## config.mk

```make
export PLATFORM = sky130hd
export DESIGN_NAME = word_serializer
export DESIGN_NICKNAME = d
export VERILOG_FILES = /design/src/rtl/word_serializer_pkg.sv /design/src/rtl/word_serializer.sv
export SDC_FILE = /design/constraint.sdc
export NUM_CORES = 1
export LEC_CHECK = 0
export CAP_MARGIN = 20
export CORE_MARGIN = 2
export CORE_UTILIZATION = 53
export DETAILED_ROUTE_END_ITERATION = 8
export GPL_ROUTABILITY_DRIVEN = 0
export PLACE_DENSITY_LB_ADDON = 0.05
export SKIP_LAST_GASP = 1
export SLEW_MARGIN = 20
export SYNTH_ARGS = -nofsm -noshare
export SYNTH_HDL_FRONTEND = slang
export SYNTH_SLANG_ARGS = --single-unit
```

## constraint.sdc

```tcl
create_clock -name clk -period 11 [get_ports clk]
set_input_delay 1.1 -clock clk [delete_from_list [all_inputs] [get_ports clk]]
set_output_delay 1.1 -clock clk [all_outputs]
set_load 0.03 [all_outputs]
```

## src/rtl/word_serializer_pkg.sv

```systemverilog
`default_nettype none
// +------------------------------------------------------------------------+
// | word_serializer_pkg                                                    |
// | Lane/address constants and FSM states shared by serializer & unpacker. |
// | Revision: 1.0                                                          |
// +------------------------------------------------------------------------+
package word_serializer_pkg;

  localparam int WIDE_W     = 128;
  localparam int NARROW_W   = 32;
  localparam int BEATS      = WIDE_W / NARROW_W;
  localparam int ADDR_W     = 4;
  localparam int CNT_W      = $clog2(BEATS);
  localparam int BYTE_SHIFT = $clog2(NARROW_W / 8);

  typedef enum logic [0:0] {
    IDLE = 1'b0,
    SEND = 1'b1
  } state_t;

endpackage : word_serializer_pkg
`default_nettype wire

```

## src/rtl/word_serializer.sv

```systemverilog
`default_nettype none
// +------------------------------------------------------------------------+
// | word_serializer                                                        |
// | 128-bit to 32-bit serializer, little-endian lanes with byte addresses. |
// | Revision: 1.0                                                          |
// +------------------------------------------------------------------------+
module word_serializer
  import word_serializer_pkg::*;
(
  input  logic                clk,
  input  logic                rst,
  input  logic                in_valid,
  output logic                in_ready,
  input  logic [WIDE_W-1:0]   in_data,
  input  logic [CNT_W-1:0]    in_len,
  output logic                out_valid,
  input  logic                out_ready,
  output logic [NARROW_W-1:0] out_data,
  output logic [ADDR_W-1:0]   out_addr,
  output logic                out_last,
  output logic                busy
);

  state_t              r_state;
  state_t              w_state_next;
  logic [WIDE_W-1:0]   r_hold;
  logic [CNT_W-1:0]    r_len;
  logic [CNT_W-1:0]    r_cnt;
  logic                w_beat_fire;
  logic                w_last_fire;
  logic                w_accept;

  always_ff @(posedge clk or posedge rst) begin
    if (rst) begin
      r_state <= IDLE;
    end else begin
      r_state <= w_state_next;
    end
  end

  // Outputs derive only from registers; in_ready alone looks at out_ready
  // so a new word can be taken on the last beat without a bubble.
  always_comb begin
    w_state_next = r_state;
    out_valid    = (r_state == SEND);
    busy         = (r_state == SEND);
    out_last     = (r_state == SEND) && (r_cnt == r_len);
    out_data     = r_hold[r_cnt*NARROW_W +: NARROW_W];
    out_addr     = ADDR_W'(r_cnt) << BYTE_SHIFT;
    w_beat_fire  = out_valid && out_ready;
    w_last_fire  = w_beat_fire && out_last;
    in_ready     = (r_state == IDLE) || w_last_fire;
    w_accept     = in_valid && in_ready;
    case (r_state)
      IDLE: if (w_accept) w_state_next = SEND;
      SEND: if (w_last_fire && !w_accept) w_state_next = IDLE;
      default: w_state_next = IDLE;
    endcase
  end

  // Counter returns to 0 after the last beat so an idle block shows address 0.
  always_ff @(posedge clk or posedge rst) begin
    if (rst) begin
      r_hold <= '0;
      r_len  <= '0;
      r_cnt  <= '0;
    end else if (w_accept) begin
      r_hold <= in_data;
      r_len  <= in_len;
      r_cnt  <= '0;
    end else if (w_beat_fire) begin
      if (out_last) begin
        r_cnt <= '0;
      end else begin
        r_cnt <= r_cnt + 1'b1;
      end
    end
  end

endmodule : word_serializer
`default_nettype wire

```

Word level (Yosys, flattened, before mapping)
Index checks and enable logic that the tools add are counted.
Widths: inputs -> output; s select.
- $add $sub $neg: 1
- reduce and logical (&&, ||, !) cells: 8
- eq/ne operators: 1
- bitwise gates (word level): 1
- mux-type cells: 6
- shift-type cells: 1
- operators with widths (operator ; number):
    $shiftx 128x8->32 ; 1
    $mux 2 ; 3
    $logic_and 1x1->1 ; 5
    $add 2x1->2 const B ; 1
    $eq 2x2->1 ; 1
    $mux 1 ; 2
    $pmux 1 s2 ; 1
    $reduce_bool 2->1 ; 1
    $logic_not 1->1 ; 1
    $logic_or 1x1->1 ; 1
    $not 1->1 ; 1
- input bits: 134
- logic and storage cells: 22
- register bits after elaboration: 133
- output and inout port bits: 40

Depth between registers and ports, before layout
- depth in word-level cells: 9
- mapped depth: 6
- gate-level depth less buffers: 3

Worst setup path before layout
OpenSTA, ideal clock, no wires.
- kind: reg2out
- from: register r_cnt[1]
- to: output out_data[31]
- buffers on the path: 2
- stages on the path, launching flop included: 4
- slack: 8194 ps
- arrival time: 1706 ps
- required time: 9900 ps
- cell sequence: dfrtp_1 -> buf_6 -> clkbuf_1 -> mux4_2
- longest elaborated chain between the ends: 1
- ends and longest elaborated chain (element ; RTL line ; source):
    start, declared ; word_serializer.sv:28 ; logic [CNT_W-1:0] r_cnt;
    start signal, assigned ; word_serializer.sv:75 ; r_cnt <= r_cnt + 1'b1;
    $shiftx 128x8->32 ; word_serializer.sv:48 ; out_data = r_hold[r_cnt*NARROW_W +: NARROW_W];
    end, declared ; word_serializer.sv:18 ; output logic [NARROW_W-1:0] out_data,
Every way passes these cells.

Final worst setup path
- from: register r_cnt[1]
- to: output out_data[6]
The elaborated chain is that of the path after synthesis.

==> flow_metrics.env <==
export IMPL_synth_compound_area_frac=0.0140
export IMPL_fmax_ghz=0.248
export IMPL_cap_viol_max_count=0
export IMPL_overflow=0
export IMPL_status="finished clean"
export IMPL_postCtsHoldBufs=0
export IMPL_cts_setup_buffers=0
export IMPL_setup_ws_ns=6.96
export IMPL_grt_pass1_wl_mm=21.2
export IMPL_yosysWarnings=0
export IMPL_drtIter0Drc=207
export IMPL_core_um2=12000
export IMPL_viasPerCell=5.31
export IMPL_drc=0
export IMPL_worst_slew_pin_slew_ns=1.07
export IMPL_yosys_area_share_simple=0.0151
export IMPL_io_pins=174
export IMPL_finalSetupViolations=0
export IMPL_power_switching_mw=0.947
export IMPL_num_vias=3644
export IMPL_syn_instance_count=354
export IMPL_clockBufferDepth=2
export IMPL_hpwl_mm=8.75
export IMPL_grt_pass1_vias=4134
export IMPL_post_cts_resized=0
export IMPL_ant_nets=0
export IMPL_synth_xor_area_frac=0.00660
export IMPL_dieArea_um2=13100
export IMPL_wl_per_cell_um=19.2
export IMPL_fin_util=0.725
export IMPL_dpl_worst_slack_ns=6.81
export IMPL_p_clk_frac=0.191
export IMPL_cts_root_buf="clkbuf_16"
export IMPL_syn_area_per_cell_um2=18.2
export IMPL_cellPowerDensity_nw_per_um2=330
export IMPL_multi_input_area_um2=2790
export IMPL_numCtsBuffers=17
export IMPL_track_usage=0.216
export IMPL_synth_seq_cells=133
export IMPL_die_x_um=114
export IMPL_fin_setup_tns_ns=0
export IMPL_finalCritPeriodShare=0.367
export IMPL_worstSetupStartpointType="flop"
export IMPL_std_cell_rows=40
export IMPL_seq_area_frac_synth=0.516
export IMPL_synth_fa_ha_area_frac=0
export IMPL_netlist_cell_type_count=36
export IMPL_p_comb_frac=0.490
export IMPL_hold_violations=0
export IMPL_critPathMaxFanout=23
export IMPL_hold_worst_slack_ns=0.477
export IMPL_final_common_cell="clkdlybuf4s50_1"
export IMPL_total_power_mw=2.86
export IMPL_synth_area_mux_share=0.396
export IMPL_mostFrequentLayoutCells="clkdlybuf4s50_1, dfrtp_1, mux2_4"
export IMPL_dr_pass1_iters=4
export IMPL_slew_viol_final=0
export IMPL_htreeDepth=4
export IMPL_critPathKind="reg -> out"
export IMPL_nNetsFinal=660
export IMPL_synth_top_family_by_area="multiplexers"
export IMPL_n_antenna_cell=0
export IMPL_fillers=771
export IMPL_clk_pin_slew_worst_paths_ns=0.06
export IMPL_pwr_share_seq=0.320
export IMPL_arrival_ns=2.94
export IMPL_rsz0062_at_grt="false"
export IMPL_p_leak_nw=3.68
export IMPL_hold_path_class="reg -> reg"
export IMPL_crit_required_ns=9.90
export IMPL_grt_antenna_before_repair=0
export IMPL_slew_headroom=0.284
export IMPL_power_share_switching=0.331
export IMPL_critPathCaptureType="primary output"
export IMPL_internal_power_mw=1.91
export IMPL_area_delta_synth_final_pct=34.5
export IMPL_peakVddDrop_mv=0.171
export IMPL_synth_area_um2=6440
export IMPL_worstSkewPairLatency_ns=0.41
export IMPL_seq_area_um2=3330
export IMPL_die_height_um=114
export IMPL_wl_mm=13.1
export IMPL_grt_max_degree=81
export IMPL_fin_skew_ns=0.00794
export IMPL_io_buffers=171
export IMPL_drive_above_1_share=0.336
export IMPL_cts_sinks=133
export IMPL_period_needed_ns=4.04
export IMPL_initial_utilization=0.539
export IMPL_cts_tree="built"
cell families (layout without fill, tap and decap cells):
kind of cell / count (synthesis) / count (layout)
AO/OA/AOI/OAI: 10 / 10
flip-flops: 133 / 133
buffers and inverters: 28 / 212
other: 1 / 2
XOR/XNOR: 4 / 4
multiplexers: 161 / 161
AND/OR/NAND/NOR: 17 / 17
synth_stat cells:
cell,instances,area share
nor2b_1,4,0.0039
a22oi_1,1,0.0012
o32ai_1,1,0.0014
nand4_1,1,0.00097
a32oi_1,1,0.0014
nand2b_1,1,0.00097
mux4_2,31,0.11
mux2_2,8,0.014
xor2_1,1,0.0014
conb_1,1,0.00058
buf_6,4,0.0070
nor4b_1,1,0.0014
buf_12,11,0.034
buf_4,3,0.0035
a31o_2,1,0.0014
o31ai_1,2,0.0023
and3_1,1,0.00097
a21oi_1,1,0.00078
and3b_1,1,0.0014
nor2_1,1,0.00058
xor2_2,1,0.0025
nand3_1,2,0.0016
mux4_1,1,0.0041
nand2_1,4,0.0023
dfrtp_1,133,0.52
buf_2,5,0.0039
clkbuf_1,3,0.0017
mux2i_1,1,0.0016
mux2_4,100,0.23
xnor2_1,2,0.0027
o31ai_4,1,0.0033
o21bai_1,1,0.0012
nand3b_1,1,0.0012
mux2_1,20,0.035
inv_1,2,0.0012
a21o_1,1,0.0012
cell type report:
type	count	share of cell area
repair buffers	178	0.206
multi-input cells	194	0.322
clock inverters	10	0.0121
clock buffers	22	0.0536
flip-flops and latches	133	0.384
inverters	2	0.00115
well taps	147	0.0212
critical path, stage by stage (launching register included):
cell and delay [ns]:
dfrtp_2 0.89, buf_4 0.42, mux4_1 0.60, clkdlybuf4s50_1 0.61
sequential cells by signal (all words and copies together), names as in the netlist:
| register | flops |
|---|---|
| r_hold | 128 |
| busy | 1 |
| r_len | 2 |
| r_cnt | 2 |
routing by layer:
metal | wire length (um) | vias to the layer above | track usage | part of all wire
met5 | 0 | - | 0 | 0
met4 | 161 | 0 | 0.0732 | 0.012
met3 | 916 | 14 | 0.0746 | 0.070
met2 | 6260 | 118 | 0.334 | 0.48
met1 | 5810 | 1860 | 0.286 | 0.44
li1 | - | 1652 | - | -
path summary, 6_finish.rpt:
check	startpoint	to	slack, ns	depth (start not counted)
worst max-delay path	r_cnt[1]	out_data[6]	6.96	3
worst min-delay path	r_hold[39]	r_hold[39]	0.48	1
worst max register to register	r_cnt[1]	r_hold[32]	7.13	6
worst min register to register	r_hold[39]	r_hold[39]	0.48	1
max in group asynchronous	rst	r_cnt[1]	8.62	4
min in group asynchronous	rst	r_hold[68]	1.02	2
stage by stage:
stage          cells  cell area [um2]
2_1_floorplan    355             6450
3_3_place_gp     653             8070
3_5_place_dp     653             8070
4_1_cts          685             8640
5_1_grt          686             8670
6_report         686             8670
power groups by stage:
| stage | registers, mW | clock network, mW | logic [mW] |
|---|---|---|---|
| finish | 0.913 | 0.545 | 1.40 |
| global route | 0.950 | 0.577 | 1.48 |
| CTS | 0.916 | 0.556 | 1.41 |
| detailed placement | 0.918 | 0 | 1.40 |
| global placement | 0.908 | 0 | 1.38 |
| floorplan | 0.846 | 0 | 1.12 |
Power figures use the tool's default switching activity.
==> patch 1 (same flow settings) <==
`ADDR_W`: 4 -> 3.
--- a/src/rtl/word_serializer_pkg.sv
+++ b/src/rtl/word_serializer_pkg.sv
@@ -9,7 +9,7 @@
   localparam int WIDE_W     = 128;
   localparam int NARROW_W   = 32;
   localparam int BEATS      = WIDE_W / NARROW_W;
-  localparam int ADDR_W     = 4;
+  localparam int ADDR_W     = 3;
   localparam int CNT_W      = $clog2(BEATS);
   localparam int BYTE_SHIFT = $clog2(NARROW_W / 8);
 
Interface: changed (resized out_addr); port bits go from 174 to 173. The function was not compared with the original's and may differ.
==> patch 1 against the unedited design <==
- via count is 0.19% higher
- sequential cell count stayed put
- power grew 2.2%
- first-iteration DRC count down 9.7%
- cell area increased by 0.55%
- clock skew down 2.0 ps
- setup slack better by 130 ps
- synthesized area up 0.12%
- clock power rose by 13%
- register-to-register slack gained 890 ps
- wire length rose by 1.3%
- global-route usage rose by 0.22 points
- critical path type unchanged
- critical endpoint unchanged
==> patch 1: results <==
{
  "hold_ws_ps": 480.7,
  "grt_first_pass_wirelength_microns": 21170,
  "dp_slack_ps": 6732,
  "r2r_cells": 4,
  "relSlewSlack_pct": 34.42,
  "path_clk_slew_ps": 50,
  "routedLengthMet1_microns": 5679,
  "fillers": 783,
  "use_met3_pct": 7.941,
  "min_to": "r_hold[57]",
  "yosys-top-cells-area": "dfrtp_1 52%, mux2_4 23%, mux4_2 11%",
  "drive_above_1_share_pct": 33.77,
  "instances_no_fill": 683,
  "skew_ps": 5.918,
  "clkCellAreaFrac_pct": 7.509,
  "grt_pass1_vias": 4033,
  "synth_compound_area_share_pct": 1.396,
  "post_dp_cell_area_sq_um": 8053,
  "avgSynthCellArea_sq_um": 18.18,
  "port_buffers": 170,
  "drt_first_iter_violations": 187,
  "avgRoutedWirePerCell_microns": 19.50,
  "status": "finished clean",
  "p_clk_share_pct": 21.0,
  "clkbuf_count": 24,
  "globalRouteMet2Util_pct": 34.72,
  "utilization_pct": 72.86,
  "maxCapViolCount": 0,
  "yosys_warnings": 0,
  "cts_resized": 0,
  "hold_path_startpoint": "r_hold[57]",
  "viasPerCell": 5.346,
  "synth_cell_types": 36,
  "regArea_sq_um": 3331,
  "r2r_setup_slack_ps": 8020,
  "wl_met2_microns": 6524,
  "r2r-end": "r_hold[47]",
  "cts_setup_buffers": 0,
  "critPathMaxFanout": 26,
  "hpwl_microns": 8698,
  "gr-usage-met1_pct": 27.67,
  "buf_share_pct": 20.04,
  "muxShareOfSynthArea_pct": 39.54,
  "cts_buffer_depth": 2,
  "dp_cells": 651,
  "wl_met3_microns": 951,
  "internal_power_w": 0.001979,
  "hp-class": "flip-flop to flip-flop",
  "r2r-start": "r_cnt[1]",
  "fin_nets": 657,
  "cts_max_level": 4,
  "n_all_buffers": 175,
  "grt_use_total_pct": 21.77,
  "grt_max_degree": 87,
  "vdd_ir_drop_max_mv": 0.2070,
  "p_leak_nw": 3.703,
  "seq_area_frac_synth_pct": 51.58,
  "synth_xor_area_share_pct": 0.6593
}
patch 1: cell count changes after synthesis:
cell,delta
buf_4,+1
patch 1: worst max-delay path by stage:
stage	startpoint	end	slack, ps
after detailed placement	in_valid	r_hold[30]	6730
after floorplan	rst	busy	6350
after CTS	r_cnt[1]	out_data[6]	7030
after global placement	in_valid	r_hold[30]	6830
final	r_cnt[1]	out_data[6]	7090
after global routing	r_cnt[1]	out_data[6]	6940
patch 1: worst max-delay path: stages (launching register included):
cell,delay (ps)
dfrtp_2,610
buf_4,550
mux4_1,620
clkdlybuf4s50_1,610
patch 1: power by group through the flow:
stage	logic (W)	clock network (W)	registers [W]
after global placement	0.00140	0	0.000881
after floorplan	0.00113	0	0.000839
final	0.00142	0.000614	0.000893
after global routing	0.00149	0.000650	0.000925
after CTS	0.00143	0.000626	0.000893
after detailed placement	0.00142	0	0.000892
==> patch 2 (config.mk and constraints unchanged) <==
Without the edit above. Make the reset (`rst`) synchronous in 2 clocked blocks.
--- a/src/rtl/word_serializer.sv
+++ b/src/rtl/word_serializer.sv
@@ -30,7 +30,7 @@
   logic                w_last_fire;
   logic                w_accept;
 
-  always_ff @(posedge clk or posedge rst) begin
+  always_ff @(posedge clk) begin
     if (rst) begin
       r_state <= IDLE;
     end else begin
@@ -59,7 +59,7 @@
   end
 
   // Counter returns to 0 after the last beat so an idle block shows address 0.
-  always_ff @(posedge clk or posedge rst) begin
+  always_ff @(posedge clk) begin
     if (rst) begin
       r_hold <= '0;
       r_len  <= '0;
Check against the original RTL: differs if rst is asserted again (counterexample within 4 cycles, from zero or initial values and one cycle with rst high); with rst held inactive, the same outputs for 4 cycles.
==> patch 2 against the unedited design <==
- cell count grew 40%
- cell area grew 3.8%
- sequential cell count is the same
- largest cell class is now multi-input combinational cells
- wire length grew 7.9%
- synthesized area grew 4.8%
- setup slack lost 9.1 ps
- synthesized cell count grew 78%
Power is not compared: it rests on default switching activity, and its combinational part moved more than twofold at a synthesized area within 25%.
==> patch 2: results <==
{
  "drt_first_iter_violations": 278,
  "fin_nets": 906,
  "pg_clk_w": 0.000536,
  "grt_first_pass_wirelength_microns": 22560,
  "path_clk_slew_ps": 50,
  "grt_use_total_pct": 21.23,
  "critPathMaxFanout": 21,
  "vdd_ir_drop_max_mv": 0.1144,
  "viasPerCell": 4.999,
  "relSlewSlack_pct": 27.18,
  "slew_viol_final": 0,
  "p_seq_w": 0.000546,
  "async_reset_ff_share_pct": 0,
  "cts_resized": 0,
  "cts_buffer_depth": 2,
  "antenna_found_initial": 0,
  "synth_cell_types": 21,
  "dp_slack_ps": 7055,
  "skew_ps": 5.584,
  "critical-path-slowest-cell": "dfxtp_2",
  "cts_root_buf": "clkbuf_16",
  "cp.arrival_ps": 2950,
  "crit_path_max_incr_delay_ps": 770,
  "hp-class": "flip-flop to flip-flop",
  "avgRoutedWirePerCell_microns": 14.83,
  "yosys-top-cells-count": "263 x nand2b_1, 133 x dfxtp_1, 130 x mux2i_1",
  "grt_max_degree": 138,
  "hpwl_microns": 9331,
  "yosys_warnings": 0,
  "grt_pass1_vias": 4758,
  "fillers": 977,
  "status": "finished clean",
  "diodes": 0,
  "drive_above_1_share_pct": 8.408,
  "yosys-top-cells-area": "dfxtp_1 39%, nand2b_1 24%, mux2i_1 19%",
  "seq_area_frac_synth_pct": 39.42
}
==> patch 2: worst paths after layout <==
path	depth (start not counted)	from	endpoint	slack, ps
max reg2reg	5	r_cnt[0]	r_hold[35]	7990
max	4	r_cnt[0]	in_ready	6950
min	2	r_hold[62]	r_hold[62]	470
min reg2reg	2	r_hold[62]	r_hold[62]	470
==> patch 2: cell type report <==
cell class	count	area, sq um	share of cell area (%)
Clock inverter	3	40.04	0.4452
Timing Repair Buffer	176	1767	19.64
Clock buffer	29	520.5	5.787
Tap cell	172	215.2	2.393
Multi-Input combinational cell	441	3775	41.97
Inverter	3	11.26	0.1252
Sequential cell	133	2665	29.63
==> patch 2: logic make-up after synthesis <==
| group | count (synthesis) | synth area share (%) |
|---|---|---|
| simple gates | 268 | 24.81 |
| mux | 162 | 29.94 |
| flops | 133 | 39.42 |
| buf+inv | 58 | 4.761 |
| compound gates | 7 | 0.7596 |
| xor+xnor | 2 | 0.2594 |
| other cells | 1 | 0.05552 |
==> patch 2: tightest hold or removal path, cell delays in order, from the launching register on <==
cell and delay, ps:
dfxtp_1 300, nand2b_1 60, mux2i_1 60
==> patch 2: through the flow <==
stage          hold WS (ps)  cells  total power [W]  area (sq um)
2_1_floorplan         448.7    632        0.0007036          6758
3_3_place_gp          457.8    924        0.0007857          8406
3_5_place_dp          465.8    924        0.0007925          8406
4_1_cts               475.7    956         0.001328          8966
5_1_grt               489.2    957         0.001372          8994
6_report              474.1    957         0.001319          8994
==> patch 2: per-layer routing <==
layer | global-route usage, % | vias to the layer above | wire [microns]
met1 | 27.32 | 2264 | 6465
met2 | 35.11 | 119 | 6820
met3 | 4.943 | 17 | 689
met4 | 7.765 | 0 | 214
li1 | - | 2384 | -
met5 | 0 | - | 0
